File: src/rtl/regfile_arb_pkg.sv
// Shared types and defaults for the register-file write-port arbiter.
package regfile_arb_pkg;

  localparam int NUM_REQ_DEF = 4;
  localparam int ADDR_W_DEF  = 3;
  localparam int DATA_W_DEF  = 64;

  typedef enum logic {
    IDLE  = 1'b0,
    WRITE = 1'b1
  } arb_state_t;

  // Fill bit of the hard-wired zero-register address (all ones).
  localparam logic ZERO_REG = '1;

endpackage

File: src/rtl/rr_pick.sv
// Combinational round-robin picker: first eligible index at or above rr_ptr, wrapping to 0.
module rr_pick #(
  parameter int N     = 4,
  parameter int PTR_W = 2
) (
  input  logic [N-1:0]     eligible,
  input  logic [PTR_W-1:0] rr_ptr,
  output logic             found,
  output logic [PTR_W-1:0] winner,
  output logic [N-1:0]     onehot
);

  logic [PTR_W:0] idx;

  always_comb begin
    found  = 1'b0;
    winner = '0;
    onehot = '0;
    idx    = '0;
    for (int k = 0; k < N; k++) begin
      idx = {1'b0, rr_ptr} + (PTR_W + 1)'(k);
      if (idx >= (PTR_W + 1)'(N)) idx = idx - (PTR_W + 1)'(N);
      if (!found && eligible[idx[PTR_W-1:0]]) begin
        found                   = 1'b1;
        winner                  = idx[PTR_W-1:0];
        onehot[idx[PTR_W-1:0]]  = 1'b1;
      end
    end
  end

endmodule

File: src/rtl/regfile_wr_arbiter.sv
// Round-robin arbiter for the single register-file write port; all outputs registered.
// Optional zero-register filter enabled by defining REGFILE_ARB_ZERO_REG_EN.
//
// state | meaning
// IDLE  | no grant issued at the last edge
// WRITE | a grant was issued at the last edge
module regfile_wr_arbiter
  import regfile_arb_pkg::*;
#(
  parameter int NUM_REQ = NUM_REQ_DEF,
  parameter int ADDR_W  = ADDR_W_DEF,
  parameter int DATA_W  = DATA_W_DEF
) (
  input  logic                      clk,
  input  logic                      reset,
  input  logic [NUM_REQ-1:0]        req,
  input  logic [NUM_REQ*ADDR_W-1:0] req_addr,
  input  logic [NUM_REQ*DATA_W-1:0] req_data,
  output logic [NUM_REQ-1:0]        grant,
  output logic                      wr_en,
  output logic [ADDR_W-1:0]         wr_addr,
  output logic [DATA_W-1:0]         wr_data,
  output logic                      busy
);

  localparam int PTR_W = $clog2(NUM_REQ);

`ifdef REGFILE_ARB_ZERO_REG_EN
  localparam bit ZERO_FILTER = 1'b1;
`else
  localparam bit ZERO_FILTER = 1'b0;
`endif

  arb_state_t          state, state_d;
  logic [PTR_W-1:0]    rr_ptr, rr_ptr_d;
  logic [NUM_REQ-1:0]  eligible, onehot, grant_d;
  logic                found, wr_en_d, zero_hit;
  logic [PTR_W-1:0]    winner;
  logic [ADDR_W-1:0]   win_addr, wr_addr_d;
  logic [DATA_W-1:0]   win_data, wr_data_d;

  // Last cycle's grantee is masked so its stale req cannot win twice.
  assign eligible = req & ~grant;

  rr_pick #(.N(NUM_REQ), .PTR_W(PTR_W)) u_pick (
    .eligible (eligible),
    .rr_ptr   (rr_ptr),
    .found    (found),
    .winner   (winner),
    .onehot   (onehot)
  );

  assign win_addr = req_addr[winner*ADDR_W +: ADDR_W];
  assign win_data = req_data[winner*DATA_W +: DATA_W];
  assign zero_hit = ZERO_FILTER && (win_addr == {ADDR_W{ZERO_REG}});

  always_comb begin
    state_d   = state;
    rr_ptr_d  = rr_ptr;
    grant_d   = '0;
    wr_en_d   = 1'b0;
    wr_addr_d = wr_addr;
    wr_data_d = wr_data;
    case (state)
      IDLE:    if (found)  state_d = WRITE;
      WRITE:   if (!found) state_d = IDLE;
      default: state_d = IDLE;
    endcase
    if (found) begin
      grant_d  = onehot;
      rr_ptr_d = (winner == PTR_W'(NUM_REQ - 1)) ? '0 : winner + 1'b1;
      // A zero-register winner is still granted, but nothing is written.
      if (!zero_hit) begin
        wr_en_d   = 1'b1;
        wr_addr_d = win_addr;
        wr_data_d = win_data;
      end
    end
  end

  always_ff @(posedge clk) begin
    if (reset) begin
      state   <= IDLE;
      rr_ptr  <= '0;
      grant   <= '0;
      wr_en   <= 1'b0;
      wr_addr <= '0;
      wr_data <= '0;
      busy    <= 1'b0;
    end else begin
      state   <= state_d;
      rr_ptr  <= rr_ptr_d;
      grant   <= grant_d;
      wr_en   <= wr_en_d;
      wr_addr <= wr_addr_d;
      wr_data <= wr_data_d;
      busy    <= |req;
    end
  end

endmodule

File: config.mk
export PLATFORM = sky130hd
export DESIGN_NAME = regfile_wr_arbiter
export DESIGN_NICKNAME = d
export VERILOG_FILES = /design/src/rtl/regfile_arb_pkg.sv /design/src/rtl/rr_pick.sv /design/src/rtl/regfile_wr_arbiter.sv
export SDC_FILE = /design/constraint.sdc
export NUM_CORES = 1
export LEC_CHECK = 0
export BUFFER_PORTS_ARGS = -buffer_cell sky130_fd_sc_hd__buf_2
export CAP_MARGIN = 20
export CORE_AREA = 2 2 133 135
export CTS_BUF_LIST = sky130_fd_sc_hd__clkbuf_8
export DETAILED_ROUTE_END_ITERATION = 8
export DIE_AREA = 0 0 135 137
export PLACE_DENSITY = 0.73
export SETUP_SLACK_MARGIN = 0.2
export SLEW_MARGIN = 40
export SYNTH_ARGS = -nofsm -noshare
export SYNTH_HDL_FRONTEND = slang
export SYNTH_SLANG_ARGS = --single-unit
File: constraint.sdc
create_clock -name clk -period 3.8 [get_ports clk]
set_input_delay 0.38 -clock clk [delete_from_list [all_inputs] [get_ports clk]]
set_output_delay 0.38 -clock clk [all_outputs]
set_load 0.03 [all_outputs]
==> metrics.cfg, run 1 <==
[pwr]
p_sw_share_pct = 49.4
power_switching_mw = 3.42
leakage_nw = 3.88
power_frac_seq_pct = 18.4
comb_power_share_pct = 71.2
power_density_nw_per_um2 = 886
p_clk_share_pct = 10.4
ir_drop_mv = 0.763
p_total_mw = 6.92
p_int_mw = 3.50

[worst_hold_path]
hold_class = in2reg
min_to = busy
min-delay-start = req[0]
min_delay_path_depth = 3

[global_route]
grt-ovfl-total = 0
grt_start_max_net_pins = 48
grt_pass1_vias = 5375
antenna_found_initial = 1
grt_pass1_wl_mm = 27.3
track_usage_pct = 18.7

[route]
drt-total-wl_mm = 18.8
drtIter0Drc = 214
postRouteAntennaNets = 0
vias = 5862
post_drt_wl_per_cell_um = 17.2
drcViolationCount = 0
firstDrtPassIters = 4
vias_per_cell = 5.37

[synth]
yosysWarnings = 0
syn_area_per_cell_um2 = 10.2
syn_inst = 550
synthDistinctLibCells = 41
netlist_area_um2 = 5600
synth_fp_nets = 832
ys_ff_latch = 75
yosysSeqAreaShare_pct = 26.8

[clocking]
cts-root-buf = clkbuf_8
clk_pin_slew_ns = 0.08
clk_latency_ns = 0.36
clkSinkCount = 75
clk_path_buf_depth = 2
cts_tree = built
cts_made_buffers = 9
ctsResizeCount = 0
cts_hold_buf = 0
htreeDepth = 3
post_cts_buffers = 0

[cells_and_area]
area_growth_pct = 39.5
nFillCells = 1680
fin_nets = 1142
final_cell_mix = buf_2 (346), mux2i_1 (134), dfxtp_1 (75)
drive_above_1_share_pct = 53.5
final-seq-area_um2 = 1500
multi_input_area_um2 = 3780
layout.cells.most_common = buf_2

[floorplanning]
ios = 347
start_util_pct = 32.8
row_count = 48
die_x_um = 135
core_area_um2 = 17100
fp.dieH_um = 137
die_area_um2 = 18500

[critical_path]
cp_max_fo = 37
crit_top_cell = buf_12
start_kind = flip-flop
cpPeakStageDelay_ns = 0.56
worstPathRequired_ns = 4.04
endpoint_kind = flip-flop
critical_path.cell_chain = inv_1 -> ha_1 -> and2_1 -> o21ai_0 -> a211oi_4 -> buf_12 -> buf_12 -> mux2i_1 -> a211oi_2 -> a211o_1
r2r-end = wr_data[7]
ff2ff_path_depth = 10
crit_slowest_cell = dfxtp_1
crit_type = reg2reg
reg2reg_from = rr_ptr[1]
cp_data_arrival_time_ns = 3.41
rrSetupSlack_ns = 0.63

[sta]
setup_viol = 0
worstMarginPinSlew_ns = 0.743
post-route-period-util_pct = 83.4
setup_tns_ns = 0
max_freq_ghz = 0.315
rsz0062_at_grt = false
relSlewSlack_pct = 50.5
hold_violations = 0
finalMaxSlewViolations = 0
skew_ns = 0.0127
fin_crit_ns = 3.17

[placed_design]
dpl.hpwl_mm = 14.3
globalplace.congestion = 0.854
port_buffers = 346

[outcome]
outcome = complete, no violations

[run]
drv_cap = 0

[worst max-delay path: cells and delay by family, from the launching register on]
kind	cells	cell delay [ns]
AO/OA/AOI/OAI	4	0.82
buffers and inverters	3	0.75
flip-flops	1	0.56
adder cells (fa/ha/maj)	1	0.42
multiplexers	1	0.34
AND/OR/NAND/NOR	1	0.15
[how the worst max path moves through the flow]
stage                    from         end  slack, ns  cells past startpoint
finish              rr_ptr[1]  wr_data[7]       0.63                     10
detailed placement  rr_ptr[1]  wr_data[7]       0.64                     10
global route        rr_ptr[1]  wr_data[7]       0.52                     10
floorplan           rr_ptr[1]  wr_addr[2]       1.18                     11
CTS                 rr_ptr[1]  wr_data[7]       0.63                     10
global placement    rr_ptr[1]  wr_data[7]       0.71                     10
[per-layer routing]
layer	vias up	GRT usage [%]	routed length, µm
met5	-	0	0
met4	0	4.80	234
li1	2845	-	-
met2	246	33.2	9550
met3	17	4.26	1230
met1	2754	22.8	7780
[registers in the layout, indices dropped and copies added (netlist names)]
signal	flops
wr_en	1
grant	4
busy	1
wr_addr	3
rr_ptr	2
wr_data	64
[power groups by stage]
stage          registers (mW)  logic (mW)  clock network [mW]
2_1_floorplan            1.84        3.17                   0
3_3_place_gp             1.28        4.88                   0
3_5_place_dp             1.29        4.92                   0
4_1_cts                  1.27        4.94               0.746
5_1_grt                  1.30        5.24               0.777
6_report                 1.27        4.93               0.718
[cells by family (layout without fill, tap and decap cells)]
logic type	after synthesis	after routing	synth area share (%)
compound gates	152	152	28.0
mux	136	136	24.7
simple gates	107	107	12.0
flops	75	75	26.8
buf+inv	72	387	6.72
fa+ha+maj	8	8	1.79
other cells	0	1	0
[layout make-up]
| type | count | share of cell area, % |
|---|---|---|
| Antenna cell | 1 | 0.0320 |
| Clock buffer | 11 | 1.94 |
| Clock inverter | 5 | 0.977 |
| Inverter | 3 | 0.144 |
| Multi-Input combinational cell | 403 | 48.4 |
| Sequential cell | 75 | 19.2 |
| Tap cell | 225 | 3.60 |
| Timing Repair Buffer | 368 | 25.7 |
[cells in the mapped netlist]
library cell / count / area [µm²]
mux2i_1: 134 / 1340
dfxtp_1: 75 / 1500
nor4_1: 70 / 438
a211o_1: 68 / 596
a211oi_2: 67 / 838
buf_2: 28 / 140
clkbuf_1: 26 / 97.6
ha_1: 8 / 100
buf_6: 7 / 78.8
nand2_1: 7 / 26.3
buf_4: 5 / 37.5
a21oi_1: 4 / 20.0
a222oi_1: 4 / 40.0
nand2b_1: 4 / 25.0
nor2b_1: 4 / 25.0
nor3_1: 4 / 20.0
buf_1: 3 / 11.3
nor2_1: 3 / 11.3
a211oi_1: 2 / 15.0
inv_1: 2 / 7.51
mux4_2: 2 / 45.0
nand3_1: 2 / 10.0
nand4bb_1: 2 / 22.5
nor3_2: 2 / 20.0
a2111oi_0: 1 / 8.76
a221oi_2: 1 / 15.0
a31oi_1: 1 / 6.26
and2_1: 1 / 6.26
and3_1: 1 / 6.26
and3b_1: 1 / 8.76
inv_2: 1 / 3.75
nand4b_1: 1 / 8.76
nor2_2: 1 / 6.26
nor3b_1: 1 / 7.51
nor4bb_2: 1 / 16.3
o211ai_1: 1 / 7.51
o21ai_0: 1 / 5.00
o22ai_1: 1 / 6.26
o31a_1: 1 / 8.76
or2_2: 1 / 6.26
or3_1: 1 / 6.26
[metrics by stage]
stage | utilization (%) | setup WS (ns) | instances | hold WS (ns) | area, µm²
2_1_floorplan | - | 1.18 | 550 | 0.450 | 5600
3_3_place_gp | 44.5 | 0.713 | 1074 | 0.438 | 7580
3_5_place_dp | 44.5 | 0.641 | 1074 | 0.444 | 7580
4_1_cts | 45.8 | 0.625 | 1090 | 0.252 | 7810
5_1_grt | 45.8 | 0.521 | 1091 | 0.264 | 7810
6_report | 45.8 | 0.630 | 1091 | 0.275 | 7810
(Power assumes the default switching activity.)
==> run 2: changes to the inputs <==
--- a/config.mk
+++ b/config.mk
@@ -7,11 +7,11 @@
 export LEC_CHECK = 0
 export BUFFER_PORTS_ARGS = -buffer_cell sky130_fd_sc_hd__buf_2
 export CAP_MARGIN = 20
-export CORE_AREA = 2 2 133 135
+export CORE_AREA = 2 2 135 137
 export CTS_BUF_LIST = sky130_fd_sc_hd__clkbuf_8
 export DETAILED_ROUTE_END_ITERATION = 8
-export DIE_AREA = 0 0 135 137
-export PLACE_DENSITY = 0.73
+export DIE_AREA = 0 0 137 139
+export PLACE_DENSITY = 0.74
 export SETUP_SLACK_MARGIN = 0.2
 export SLEW_MARGIN = 40
 export SYNTH_ARGS = -nofsm -noshare
==> constraint.sdc (replaced) <==
create_clock -name clk -period 2.5 [get_ports clk]
set_input_delay 0.25 -clock clk [delete_from_list [all_inputs] [get_ports clk]]
set_output_delay 0.25 -clock clk [all_outputs]
set_load 0.03 [all_outputs]
==> metrics.cfg, run 2 (synthesized netlist as in run 1, its figures left out) <==
[outcome]
outcome = complete, no violations  ; unchanged

[cells_and_area]
fin_cells = 1166  ; was 1091
finalInstanceArea_um2 = 9430  ; was 7810 µm²
top_register = wr_data  ; unchanged
top_regs = wr_data (64), grant (4), wr_addr (3)  ; unchanged
postLayoutCoreUtil_pct = 53.4  ; was 45.8%
diodes = 0  ; was 1
largest_reg_flops = 64  ; unchanged
final_cell_mix = buf_2 (346), mux2i_1 (83), dfxtp_1 (69)  ; was buf_2 (346), mux2i_1 (134), dfxtp_1 (75)
area_growth_pct = 68.3  ; was 39.5%
drive_above_1_share_pct = 65.1  ; was 53.5%
layout.cells.most_common = buf_2  ; unchanged
nFillCells = 1546  ; was 1680
fin_nets = 1214  ; was 1142

[global_route]
grt_pass1_vias = 6342  ; was 5375
antenna_found_initial = 1  ; unchanged
grt_start_max_net_pins = 67  ; was 48
grt_pass1_wl_mm = 33.4  ; was 27.3 mm
track_usage_pct = 22.4  ; was 18.7%
grt-ovfl-total = 0  ; unchanged

[sta]
hold_slack_ns = 0.146  ; was 0.275 ns
hold_violations = 0  ; unchanged
fin_crit_ns = 2.42  ; was 3.17 ns
max_freq_ghz = 0.413  ; was 0.315 GHz
finalMaxSlewViolations = 0  ; unchanged
relSlewSlack_pct = 69.2  ; was 50.5%
worstMarginPinSlew_ns = 0.463  ; was 0.743 ns
setup_viol = 0  ; unchanged
post-route-period-util_pct = 96.9  ; was 83.4%
skew_ns = 0.0121  ; was 0.0127 ns
rsz0062_at_grt = true  ; was false

[clocking]
htreeDepth = 3  ; unchanged
cts-root-buf = clkbuf_8  ; unchanged
cts_made_buffers = 9  ; unchanged
clk_latency_ns = 0.35  ; was 0.36 ns
clk_path_buf_depth = 2  ; unchanged
clkSinkCount = 75  ; unchanged
clk_pin_slew_ns = 0.08  ; about the same
cts_tree = built  ; unchanged

[pwr]
power_density_nw_per_um2 = 1510  ; was 886 nW/µm²
leakage_nw = 4.45  ; was 3.88 nW
ir_drop_mv = 0.671  ; was 0.763 mV
p_total_mw = 14.2  ; was 6.92 mW

[floorplanning]
row_count = 49  ; was 48
die_area_um2 = 19000  ; was 18500 µm²
die_x_um = 137  ; was 135 µm
ios = 347  ; unchanged
start_util_pct = 31.7  ; was 32.8%
fp.dieH_um = 139  ; was 137 µm
core_area_um2 = 17700  ; was 17100 µm²

[route]
drtIter0Drc = 524  ; was 214
drt-total-wl_mm = 24.5  ; was 18.8 mm
vias = 6459  ; was 5862
firstDrtPassIters = 7  ; was 4
drcViolationCount = 0  ; unchanged
vias_per_cell = 5.54  ; was 5.37
postRouteAntennaNets = 0  ; unchanged
post_drt_wl_per_cell_um = 21.0  ; was 17.2 µm

[critical_path]
worstPathRequired_ns = 2.79  ; was 4.04 ns
start_kind = flip-flop  ; unchanged
crit_type = reg2reg  ; unchanged
crit_slowest_cell = or3_4  ; was dfxtp_1
critical_path.cell_chain = inv_4 -> ha_4 -> mux4_2 -> o31a_1 -> or3_4 -> buf_12 -> a211oi_2 -> a211o_1  ; was inv_1 -> ha_1 -> and2_1 -> o21ai_0 -> a211oi_4 -> buf_12 -> buf_12 -> mux2i_1 -> a211oi_2 -> a211o_1
cpPeakStageDelay_ns = 0.54  ; was 0.56 ns
endpoint_kind = flip-flop  ; unchanged
cp_data_arrival_time_ns = 2.72  ; was 3.41 ns
cp_max_fo = 13  ; was 37

[run]
drv_cap = 0  ; unchanged

[placed_design]
dp_cells = 1109  ; was 1074
dpl.hpwl_mm = 15.1  ; was 14.3 mm
place_area_um2 = 7880  ; was 7580 µm²
globalplace.congestion = 0.862  ; was 0.854
port_buffers = 346  ; unchanged

[worst_hold_path]
hold_class = in2reg  ; unchanged

run 2: changes by cell type in the layout (fill, tap and decap cells not counted), sizes merged:
cell / before / now
clkinv: 1 / 2
buf: 368 / 429
clkinvlp: 1 / 2
clkbuf: 11 / 20
diode: 1 / 0
inv: 4 / 3
or3: 1 / 2
run 2: stage by stage:
stage / worst slack [ns] / setup TNS (ns)
5_1_grt: -0.00641 / -0.0118
3_3_place_gp: 0.00822 / 0
2_1_floorplan: 0.206 / 0
4_1_cts: 0.135 / 0
3_5_place_dp: -0.0363 / -0.178
6_report: 0.0763 / 0
run 2: area by class of cell:
class	instances	area, µm²	area share [%]
well taps	229	287	3.04
clock buffers	10	138	1.46
repair buffers	439	3100	32.9
flip-flops and latches	75	1510	16.0
clock inverters	6	88.8	0.942
multi-input cells	404	4290	45.5
inverters	3	16.3	0.173
run 2: power breakdown:
| group | switching, mW | internal, mW |
|---|---|---|
| sequential | 0.257 | 1.69 |
| clock | 0.509 | 0.590 |
| combinational | 5.75 | 5.40 |
| total | 6.51 | 7.69 |
run 2: routing by layer:
| layer | GRT usage [%] | up-vias | routed length (µm) |
|---|---|---|---|
| li1 | - | 3002 | - |
| met1 | 27.3 | 3080 | 9640 |
| met2 | 40.1 | 331 | 12500 |
| met3 | 3.22 | 44 | 1730 |
| met4 | 6.89 | 2 | 617 |
| met5 | 0 | - | 13 |
run 2: path summary, 6_finish.rpt:
kind         startpoint     endpoint  depth (start not counted)  slack (ns)
max           rr_ptr[0]  wr_data[18]                          8        0.08
min               reset    rr_ptr[1]                          2        0.15
max reg2reg   rr_ptr[0]  wr_data[18]                          8        0.08
min reg2reg  wr_data[6]   wr_data[6]                          1        0.46
run 2: what timing repair did:
action,4_1_cts,5_1_grt
setup buffers,18,2
setup endpoints to repair,67,69
gates resized for setup,70,74
pin swaps,1,34
endpoints found under the hold margin,0,0
hold buffers,0,0
gates cloned,10,11
run 2: worst max-delay path, delay by kind of cell, from the launching register on:
kind / cells / cell delay [ns]
muxes: 1 / 0.31
AOI/OAI and AO/OA: 3 / 0.57
DFF: 1 / 0.39
adders and majority gates: 1 / 0.28
and+or+nand+nor: 1 / 0.54
buffers and inverters: 2 / 0.26
==> run 3: changes to the inputs <==
==> constraint.sdc (replaced) <==
create_clock -name clk -period 2.5 [get_ports clk]
set_input_delay 0.25 -clock clk [delete_from_list [all_inputs] [get_ports clk]]
set_output_delay 0.25 -clock clk [all_outputs]
set_load 0.05 [all_outputs]
==> metrics.cfg, run 3 (synthesized netlist as in run 1, its figures left out) <==
[outcome]
outcome = complete, no violations  ; unchanged

[cells_and_area]
diodes = 0  ; unchanged
final-seq-area_um2 = 1510  ; about the same
top_regs = wr_data (64), grant (4), wr_addr (3)  ; unchanged
drive_above_1_share_pct = 59.4  ; was 65.1%
finalInstanceArea_um2 = 8970  ; was 9430 µm²
fin_cells = 1156  ; was 1166
final_cell_mix = buf_2 (346), mux2i_1 (125), nor4_1 (69), dfxtp_1 (69), a211o_1 (68)  ; was buf_2 (346), mux2i_1 (83), dfxtp_1 (69)
top_register = wr_data  ; unchanged
area_growth_pct = 60.1  ; was 68.3%
largest_reg_flops = 64  ; unchanged
layout.cells.most_common = buf_2  ; unchanged
nFillCells = 1599  ; was 1546
fin_nets = 1204  ; was 1214
multi_input_area_um2 = 3950  ; was 4290 µm²

[route]
postRouteAntennaNets = 0  ; unchanged
drcViolationCount = 0  ; unchanged
vias = 6303  ; was 6459
post_drt_wl_per_cell_um = 19.8  ; was 21.0 µm
drt-total-wl_mm = 22.9  ; was 24.5 mm
vias_per_cell = 5.45  ; was 5.54
firstDrtPassIters = 5  ; was 7
drtIter0Drc = 366  ; was 524

[pwr]
comb_power_share_pct = 78.8  ; was 78.5%
ir_drop_mv = 0.662  ; was 0.671 mV
p_clk_share_pct = 7.1  ; was 7.7%
power_density_nw_per_um2 = 1530  ; was 1510 nW/µm²
power_switching_mw = 6.77  ; was 6.51 mW
p_int_mw = 6.96  ; was 7.69 mW
leakage_nw = 4.39  ; was 4.45 nW
power_frac_seq_pct = 14.1  ; was 13.7%
p_sw_share_pct = 49.3  ; was 45.9%

[critical_path]
path_delay_family = buffers and inverters  ; was compound AO/OA/AOI/OAI gates
start_kind = flip-flop  ; unchanged
endpoint_kind = flip-flop  ; unchanged
cpPeakStageDelay_ns = 0.37  ; was 0.54 ns
crit_top_cell = buf_6
cp_max_fo = 11  ; was 13
cp_data_arrival_time_ns = 2.69  ; was 2.72 ns
worstPathRequired_ns = 2.76  ; was 2.79 ns
crit_slowest_cell = dfxtp_2  ; was or3_4
crit_type = reg2reg  ; unchanged
rrSetupSlack_ns = 0.08  ; about the same
cp_num_buf_inv = 5  ; was 2
critical_path.cell_chain = inv_4 -> ha_4 -> buf_6 -> mux4_2 -> o31a_1 -> buf_6 -> nor3_4 -> buf_12 -> clkbuf_16 -> nor4_1 -> a211o_1  ; was inv_4 -> ha_4 -> mux4_2 -> o31a_1 -> or3_4 -> buf_12 -> a211oi_2 -> a211o_1

[placed_design]
dp_cells = 1097  ; was 1109
place_area_um2 = 7780  ; was 7880 µm²
globalplace.congestion = 0.843  ; was 0.862
dp_slack_ns = -0.495  ; was -0.0363 ns
dpl.hpwl_mm = 14.7  ; was 15.1 mm
port_buffers = 346  ; unchanged

[clocking]
cts-root-buf = clkbuf_8  ; unchanged
cts_tree = built  ; unchanged
clk_latency_ns = 0.37  ; was 0.35 ns
cts_made_buffers = 9  ; unchanged
cts_hold_buf = 0  ; unchanged
clk_path_buf_depth = 2  ; unchanged
htreeDepth = 3  ; unchanged
clkSinkCount = 75  ; unchanged
clk_pin_slew_ns = 0.09  ; was 0.08 ns

[sta]
hold_violations = 0  ; unchanged
worstMarginPinSlew_ns = 0.555  ; was 0.463 ns
fin_crit_ns = 2.42  ; about the same
setup_ws_ns = 0.0789  ; was 0.0763 ns
post-route-period-util_pct = 96.8  ; was 96.9%
relSlewSlack_pct = 63.0  ; was 69.2%
max_freq_ghz = 0.413  ; about the same
setup_tns_ns = 0  ; unchanged
skew_ns = 0.0113  ; was 0.0121 ns
finalMaxSlewViolations = 0  ; unchanged
setup_viol = 0  ; unchanged
rsz0062_at_grt = true  ; unchanged

[global_route]
grt_start_max_net_pins = 91  ; was 67
track_usage_pct = 22.4  ; about the same
grt_pass1_wl_mm = 33.1  ; was 33.4 mm
grt-ovfl-total = 0  ; unchanged
grt_pass1_vias = 6242  ; was 6342
antenna_found_initial = 0  ; was 1

[floorplanning]
start_util_pct = 31.7  ; unchanged
ios = 347  ; unchanged
die_x_um = 137  ; unchanged
fp.dieH_um = 139  ; unchanged
die_area_um2 = 19000  ; unchanged
core_area_um2 = 17700  ; unchanged
row_count = 49  ; unchanged

[run]
drv_cap = 0  ; unchanged

[worst_hold_path]
hold_class = in2reg  ; unchanged

-- run 3: changes by cell type in the layout (fill, tap and decap cells not counted), moves of 2 or more --
cell	change
nor4_1	+7
buf_12	+4
mux2i_2	-24
nor4_2	-7
clkinv_2	+2
buf_8	-11
clkbuf_16	-6
a211oi_4	+4
buf_6	-6
mux2i_4	-18
mux2i_1	+42
buf_4	+3
buf_16	+7
a211oi_2	-4
-- run 3: cell type report --
cell class / instances / share of cell area [%]
multi-input cells: 403 / 44.1
repair buffers: 430 / 33.6
flip-flops and latches: 75 / 16.9
well taps: 229 / 3.20
clock buffers: 9 / 1.38
clock inverters: 7 / 0.754
inverters: 3 / 0.154
-- run 3: metal layers --
layer	vias up	global-route usage, %	part of all wire [%]	wire (µm)
li1	2982	-	-	-
met1	2985	27.4	42	9560
met2	301	38.8	50	11400
met3	35	3.65	6.3	1430
met4	0	8.41	2.2	507
met5	-	0	0	0
-- run 3: worst reg2reg max path: stages, from the launching register on --
cell and delay, ns:
dfxtp_2 0.37, inv_4 0.05, ha_4 0.28, buf_6 0.09
mux4_2 0.31, o31a_1 0.17, buf_6 0.14, nor3_4 0.19
buf_12 0.17, clkbuf_16 0.19, nor4_1 0.07, a211o_1 0.29
-- run 3: path summary, 6_finish.rpt --
kind | start | to | cells past startpoint
worst min-delay path | reset | rr_ptr[1] | 2
worst max register to register | rr_ptr[0] | wr_data[4] | 11
worst max-delay path | rr_ptr[0] | wr_data[4] | 11
worst min register to register | wr_data[16] | wr_data[16] | 1
-- run 3: what timing repair did --
action	4_1_cts	5_1_grt
endpoints found under the setup margin	68	69
pin swaps	66	7
gates cloned	13	5
gates resized for setup	58	13
setup buffers	22	3
-- run 3: power groups by stage --
| stage | sequential (mW) | combinational, mW | clock, mW |
|---|---|---|---|
| after floorplan | 3.46 | 4.91 | 0 |
| after CTS | 1.93 | 10.4 | 0.998 |
| after detailed placement | 1.95 | 8.49 | 0 |
| after global routing | 1.99 | 11.4 | 1.05 |
| final | 1.94 | 10.8 | 0.975 |
| after global placement | 1.94 | 8.38 | 0 |
-- run 3: metrics by stage --
stage                     hold slack [ns]  power, mW  utilization [%]
final                               0.148       13.7             50.8
after global routing                0.130       14.4             50.8
after CTS                           0.121       13.3             49.7
after detailed placement            0.444       10.4             44.1
after global placement              0.438       10.3             44.0
after floorplan                     0.312       8.38                -
